[src/rtl/stopwatch_ctrl.sv]
// -----------------------------------------------------------------------------
// stopwatch_ctrl
//
// Control and sequencing front end for a 2-bit-minute / 6-bit-second stopwatch
// counter datapath. It does four jobs:
//   - conditions the raw start/stop/lap/clear buttons;
//   - runs the IDLE/RUN/PAUSE state machine;
//   - issues 1-cycle count_en and count_clr strobes to the counter;
//   - captures lap (split) times from the counter outputs.
//
// Parameters
//   TICK_DIV    clk cycles per counted second (>= 2)
//   DEB_CYCLES  consecutive stable synchronized samples needed to accept a
//               button level (>= 1)
//
// Ports
//   clk         system clock, rising edge
//   reset       asynchronous, active-high; clears all state
//   start/stop/lap/clear  raw asynchronous buttons, active-high
//   cur_minute  counter minute value
//   cur_second  counter second value (0..59)
//   count_en    1-cycle strobe: counter advances one second
//   count_clr   1-cycle strobe: counter returns to 00:00
//   running     1 while state is RUN
//   state       0=IDLE 1=RUN 2=PAUSE (3 is unreachable and behaves as IDLE)
//   lap_min     captured minute
//   lap_sec     captured second
//   lap_hold    1 = display should show lap_min/lap_sec
//
// Build option
//   STOPWATCH_LAP_EN  When it is defined, the lap button and the lap
//                     registers are built. When it is undefined, the lap
//                     path is omitted and lap_min, lap_sec and lap_hold are
//                     tied to 0.
// -----------------------------------------------------------------------------
module stopwatch_ctrl #(
  parameter int TICK_DIV   = 50_000_000,
  parameter int DEB_CYCLES = 4
) (
  input  logic       clk,
  input  logic       reset,
  input  logic       start,
  input  logic       stop,
  input  logic       lap,
  input  logic       clear,
  input  logic [1:0] cur_minute,
  input  logic [5:0] cur_second,
  output logic       count_en,
  output logic       count_clr,
  output logic       running,
  output logic [1:0] state,
  output logic [1:0] lap_min,
  output logic [5:0] lap_sec,
  output logic       lap_hold
);

  typedef enum logic [1:0] {
    S_IDLE  = 2'd0,
    S_RUN   = 2'd1,
    S_PAUSE = 2'd2
  } state_t;

  localparam int PW = (TICK_DIV > 1) ? $clog2(TICK_DIV) : 1;
  localparam int CW = $clog2(DEB_CYCLES + 1);

  localparam int B_START = 0;
  localparam int B_STOP  = 1;
  localparam int B_CLEAR = 2;

`ifdef STOPWATCH_LAP_EN
  localparam int B_LAP = 3;
  localparam int NBTN  = 4;
`else
  localparam int NBTN  = 3;
`endif

  // ---------------------------------------------------------------------------
  // Button conditioning:
  //   2-flop synchronizer -> stability counter -> debounced level -> rise pulse.
  // The pulse appears DEB_CYCLES+3 edges after the first edge that samples a
  // new raw level.
  // ---------------------------------------------------------------------------
  logic [NBTN-1:0] btn_raw;
  logic [NBTN-1:0] btn_meta;
  logic [NBTN-1:0] btn_sync;
  logic [NBTN-1:0] btn_deb;
  logic [NBTN-1:0] btn_deb_q;
  logic [NBTN-1:0] btn_pulse;
  logic [CW-1:0]   deb_cnt [NBTN];

`ifdef STOPWATCH_LAP_EN
  assign btn_raw = {lap, clear, stop, start};
`else
  assign btn_raw = {clear, stop, start};
`endif

  always_ff @(posedge clk or posedge reset) begin
    if (reset) begin
      btn_meta  <= '0;
      btn_sync  <= '0;
      btn_deb   <= '0;
      btn_deb_q <= '0;
      btn_pulse <= '0;
      // NOTE: the counter array is reset explicitly. It is a handful of flops,
      // not a RAM, and the debounce must start from a known count after reset.
      for (int i = 0; i < NBTN; i++) deb_cnt[i] <= '0;
    end else begin
      // NOTE: every sequential update uses non-blocking assignment. This lets
      // btn_sync sample the old btn_meta, which forms the two-stage
      // synchronizer.
      btn_meta  <= btn_raw;
      btn_sync  <= btn_meta;
      btn_deb_q <= btn_deb;
      btn_pulse <= btn_deb & ~btn_deb_q;
      for (int i = 0; i < NBTN; i++) begin
        if (btn_sync[i] == btn_deb[i]) begin
          deb_cnt[i] <= '0;
        end else if (deb_cnt[i] == CW'(DEB_CYCLES - 1)) begin
          // The count reaches DEB_CYCLES on this sample, so accept the level.
          btn_deb[i] <= btn_sync[i];
          deb_cnt[i] <= '0;
        end else begin
          deb_cnt[i] <= deb_cnt[i] + CW'(1);
        end
      end
    end
  end

  logic start_p, stop_p, clear_p, lap_p;
  assign start_p = btn_pulse[B_START];
  assign stop_p  = btn_pulse[B_STOP];
  assign clear_p = btn_pulse[B_CLEAR];
`ifdef STOPWATCH_LAP_EN
  assign lap_p = btn_pulse[B_LAP];
`else
  assign lap_p = 1'b0;
`endif

  // ---------------------------------------------------------------------------
  // State machine and prescaler
  // ---------------------------------------------------------------------------
  state_t        state_q, state_d;
  logic [PW-1:0] presc_q, presc_d;
  logic          count_en_d, count_clr_d;
  logic          tick;
  logic          lap_capture, lap_live, lap_wipe;

  assign tick = (presc_q == PW'(TICK_DIV - 1));

  always_comb begin
    // NOTE: every output of this block gets a default first, so no path can
    // leave one unassigned and infer a latch.
    state_d     = state_q;
    presc_d     = presc_q;
    count_en_d  = 1'b0;
    count_clr_d = 1'b0;
    lap_capture = 1'b0;
    lap_live    = 1'b0;
    lap_wipe    = 1'b0;
    case (state_q)
      S_RUN: begin
        if (stop_p) begin
          // Stop masks a coincident tick and a coincident lap. The prescaler
          // keeps its value, so a resume keeps the sub-second fraction.
          state_d = S_PAUSE;
        end else begin
          presc_d     = tick ? '0 : presc_q + PW'(1);
          count_en_d  = tick;
          lap_capture = lap_p;
        end
      end
      S_PAUSE: begin
        if (clear_p) begin
          state_d     = S_IDLE;
          presc_d     = '0;
          count_clr_d = 1'b1;
          lap_wipe    = 1'b1;
        end else if (start_p) begin
          state_d = S_RUN;
        end else if (lap_p) begin
          lap_live = 1'b1;
        end
      end
      default: begin
        // IDLE, and the unused encoding 3, which behaves as IDLE.
        state_d = S_IDLE;
        presc_d = '0;
        if (clear_p) count_clr_d = 1'b1;
        else if (start_p) state_d = S_RUN;
      end
    endcase
  end

  always_ff @(posedge clk or posedge reset) begin
    if (reset) begin
      state_q   <= S_IDLE;
      presc_q   <= '0;
      count_en  <= 1'b0;
      count_clr <= 1'b0;
    end else begin
      state_q   <= state_d;
      presc_q   <= presc_d;
      count_en  <= count_en_d;
      count_clr <= count_clr_d;
    end
  end

  assign state   = state_q;
  assign running = (state_q == S_RUN);

  // ---------------------------------------------------------------------------
  // Lap capture
  // ---------------------------------------------------------------------------
`ifdef STOPWATCH_LAP_EN
  always_ff @(posedge clk or posedge reset) begin
    if (reset) begin
      lap_min  <= '0;
      lap_sec  <= '0;
      lap_hold <= 1'b0;
    end else if (lap_wipe) begin
      lap_min  <= '0;
      lap_sec  <= '0;
      lap_hold <= 1'b0;
    end else if (lap_capture) begin
      lap_min  <= cur_minute;
      lap_sec  <= cur_second;
      lap_hold <= 1'b1;
    end else if (lap_live) begin
      lap_hold <= 1'b0;
    end
  end
`else
  assign lap_min  = '0;
  assign lap_sec  = '0;
  assign lap_hold = 1'b0;

  // These inputs keep the port list identical in both builds. Nothing
  // consumes them when the lap path is omitted.
  logic unused_lap;
  assign unused_lap = ^{lap, cur_minute, cur_second, lap_capture, lap_live, lap_wipe};
`endif

endmodule
[config.mk]
export PLATFORM = sky130hd
export DESIGN_NAME = stopwatch_ctrl
export DESIGN_NICKNAME = d
export VERILOG_FILES = /design/src/rtl/stopwatch_ctrl.sv
export SDC_FILE = /design/constraint.sdc
export NUM_CORES = 1
export LEC_CHECK = 0
export CAP_MARGIN = 20
export CELL_PAD_IN_SITES_DETAIL_PLACEMENT = 1
export CELL_PAD_IN_SITES_GLOBAL_PLACEMENT = 1
export CORE_MARGIN = 10
export CORE_UTILIZATION = 47
export DETAILED_ROUTE_END_ITERATION = 16
export PLACE_DENSITY = 0.87
export SETUP_SLACK_MARGIN = 0.2
export SYNTH_ARGS = -nofsm -noshare
export SYNTH_HDL_FRONTEND = slang
export SYNTH_SLANG_ARGS = --single-unit
[constraint.sdc]
create_clock -name clk -period 5.7 [get_ports clk]
set_clock_uncertainty 0.2 [all_clocks]
set_input_delay 1.425 -clock clk [delete_from_list [all_inputs] [get_ports clk]]
set_output_delay 1.425 -clock clk [all_outputs]
set_load 0.03 [all_outputs]
==> flow_summary.json <==
{
  "post-route-period-util_pct": 60.68,
  "clkSlewWorstSetupHoldPaths_ns": 0.10,
  "hold_buffers": 0,
  "worst_slack_ns": 2.241,
  "htree_levels": 2,
  "layout.area.seq_um2": 1351,
  "powerDensity_nw_per_um2": 352.1,
  "slew_violations": 0,
  "synth_ff_type": "dfrtp_1",
  "pre_cts_ws_ns": 2.582,
  "syn_area_um2": 2654,
  "synth_top_family_by_area": "simple AND/OR/NAND/NOR gates",
  "cts_num_sinks": 54,
  "seq_area_frac_synth_pct": 50.92,
  "min_path_type": "reg2reg",
  "netlist.area_leader.share_pct": 50.92,
  "grt_max_degree": 30,
  "gp_congestion": 0.8021,
  "die_height_um": 95.14,
  "cap_violations": 0,
  "ys_ff_latch": 54,
  "dieArea_um2": 9052,
  "r2r_cells": 7,
  "required_ns": 4.07,
  "port_buffers": 9,
  "synth_cell_types": 46,
  "drt_iter0_drc": 172,
  "fillers": 639,
  "antenna_found_initial": 0,
  "cts_buffers": 5,
  "dp_hpwl_um": 4213,
  "clock_latency_ns": 0.32,
  "status": "finished, final reports clean",
  "final_util_pct": 52.35,
  "synth-simple-area-share_pct": 23.29,
  "start_util_pct": 48.19,
  "detail-route-antenna-nets": 0,
  "synth_edf_count": 0,
  "p_leak_nw": 1.165,
  "syn_inst": 259,
  "start_kind": "flop",
  "io_pins": 28,
  "ys_warn_count": 0,
  "cts_tree": "yes",
  "cts_buffer_depth": 2,
  "timing.rr.start": "state[1]$_DFFE_PP0P_",
  "cp_max_fo": 7,
  "synth-xor-area-share_pct": 0.9901,
  "grt_overflow": 0,
  "num_rows": 27,
  "worstMarginPinSlew_ns": 1.085,
  "critical_path.endpoint_type": "primary output",
  "hold_viol_final": 0,
  "fin_setup_tns_ns": 0,
  "layout.nets": 289,
  "cp.arrival_ns": 1.83,
  "coreArea_um2": 5507,
  "first_pass_iters": 4,
  "wl_um": 6107,
  "insertedDiodeCount": 0,
  "setup.worst_path.start": "state[1]$_DFFE_PP0P_",
  "synth_common_cells": "dfrtp_1, nand2_1, a21oi_1",
  "post_cts_buffers": 0,
  "synthAdderAreaFrac_pct": 2.829,
  "drive_gt1_share_pct": 10.37,
  "wire_per_inst_um": 17.86,
  "vias": 2033,
  "rsz0062_at_grt": "false",
  "critical_path_class": "reg2out",
  "whs_ns": 0.1563,
  "synth_area_leaders": "dfrtp_1, nand2_1, a21oi_1, a31oi_1, ha_1",
  "cp-endpoint": "running",
  "drc": 0,
  "ir_drop_mv": 0.1819,
  "ff2ff_setup_slack_ns": 2.98,
  "syn_avg_cell_area_um2": 10.25,
  "grt_pass1_vias": 2153,
  "viasPerCell": 5.944,
  "synth_compound_area_share_pct": 13.67,
  "setup_viol": 0,
  "final.min_clock_period_ns": 3.459,
  "synthArstFlopShare_pct": 100.0,
  "syn2layout_area_growth_pct": 8.628,
  "grt_pass1_wl_um": 10550,
  "die_w_um": 95.14,
  "multi_input_area_um2": 1170,
  "yosysMostFrequentCell": "dfrtp_1",
  "synth_top_area_cell": "dfrtp_1",
  "slew_headroom_pct": 27.26,
  "synthMuxAreaShare_pct": 2.027,
  "r2r-end": "presc_q[12]$_DFFE_PP0P_",
  "cts_root_buf": "clkbuf_8",
  "fmax_ghz": 0.2891,
  "cts_resized": 0,
  "track_usage_pct": 14.62
}
kinds of logic (layout without fill, tap and decap cells):
logic type / count (synthesis) / count (layout)
AND/OR/NAND/NOR: 107 / 107
AO/OA/AOI/OAI: 57 / 57
flip-flops: 54 / 54
buffers and inverters: 26 / 29
adder cells (fa/ha/maj): 6 / 6
multiplexers: 5 / 5
XOR/XNOR: 3 / 3
other: 1 / 9
stage by stage:
step | std cells | cell area, µm² | total power (W)
2_1_floorplan | 267 | 2684 | 0.0006762
3_3_place_gp | 333 | 2746 | 0.0007229
3_5_place_dp | 334 | 2766 | 0.0007481
4_1_cts | 342 | 2883 | 0.001026
5_1_grt | 342 | 2883 | 0.001080
6_report | 342 | 2883 | 0.001015
sequential cells by signal, summed over array words and instances (netlist names):
signal     count
presc_q       26
deb_cnt        9
btn_deb        3
btn_deb_q      3
btn_meta       3
btn_pulse      3
btn_sync       3
state          2
count_clr      1
count_en       1
layout make-up:
class / instances / share of cell area, %
clock buffer: 5 / 2.387
sequential: 54 / 46.88
tap: 72 / 3.125
inverter: 10 / 1.302
timing repair buffer: 11 / 4.080
clock inverter: 3 / 1.649
multi-input combinational: 187 / 40.58
per-layer routing:
layer  part of all wire, %  vias to the layer above  global-route usage [%]
met5                     0                        -                       0
met4                   2.4                        0                   5.985
met2                    50                       36                   23.64
met1                    44                     1041                   18.26
li1                      -                      942                       -
met3                   3.7                       14                   3.614
worst max-delay path: stages, from the launching register on:
cell and delay [ns]:
dfrtp_1 0.43, inv_1 0.07, ha_1 0.29, clkdlybuf4s50_1 0.73
how the worst min path moves through the flow:
| stage | cells past startpoint | start | slack [ns] | end |
|---|---|---|---|---|
| 6_report | 0 | btn_meta[0]$_DFF_PP0_ | 0.16 | btn_sync[0]$_DFF_PP0_ |
| 5_1_grt | 0 | btn_meta[0]$_DFF_PP0_ | 0.16 | btn_sync[0]$_DFF_PP0_ |
| 4_1_cts | 0 | btn_meta[0]$_DFF_PP0_ | 0.16 | btn_sync[0]$_DFF_PP0_ |
| 3_5_place_dp | 0 | btn_meta[0]$_DFF_PP0_ | 0.14 | btn_sync[0]$_DFF_PP0_ |
| 3_3_place_gp | 0 | btn_meta[2]$_DFF_PP0_ | 0.13 | btn_sync[2]$_DFF_PP0_ |
| 2_1_floorplan | 0 | btn_meta[0]$_DFF_PP0_ | 0.13 | btn_sync[0]$_DFF_PP0_ |
cells in the final DEF (no fill, tap or decap), types with 3 or more instances in the layout:
master	n
inv_1	9
a41oi_1	4
clkdlybuf4s50_1	9
nand3_1	15
a21oi_1	18
nand2b_1	5
nor3_1	13
xnor2_1	3
mux2_2	3
o21ai_0	9
a31oi_1	14
o22ai_1	3
nor2b_1	12
clkbuf_8	5
dfrtp_1	54
nor3b_1	4
nor2_1	5
nor4_2	3
or3_1	3
conb_1	9
nand4_1	6
nand2_1	28
ha_1	6
power by group:
| part | switching [W] | total, W | internal (W) |
|---|---|---|---|
| sequential | 0.0000467 | 0.000490 | 0.000443 |
| combinational | 0.000155 | 0.000251 | 0.0000963 |
| clock | 0.000140 | 0.000274 | 0.000134 |
| total | 0.000341 | 0.00102 | 0.000674 |
No activity file was read; power rests on OpenSTA's default activity.
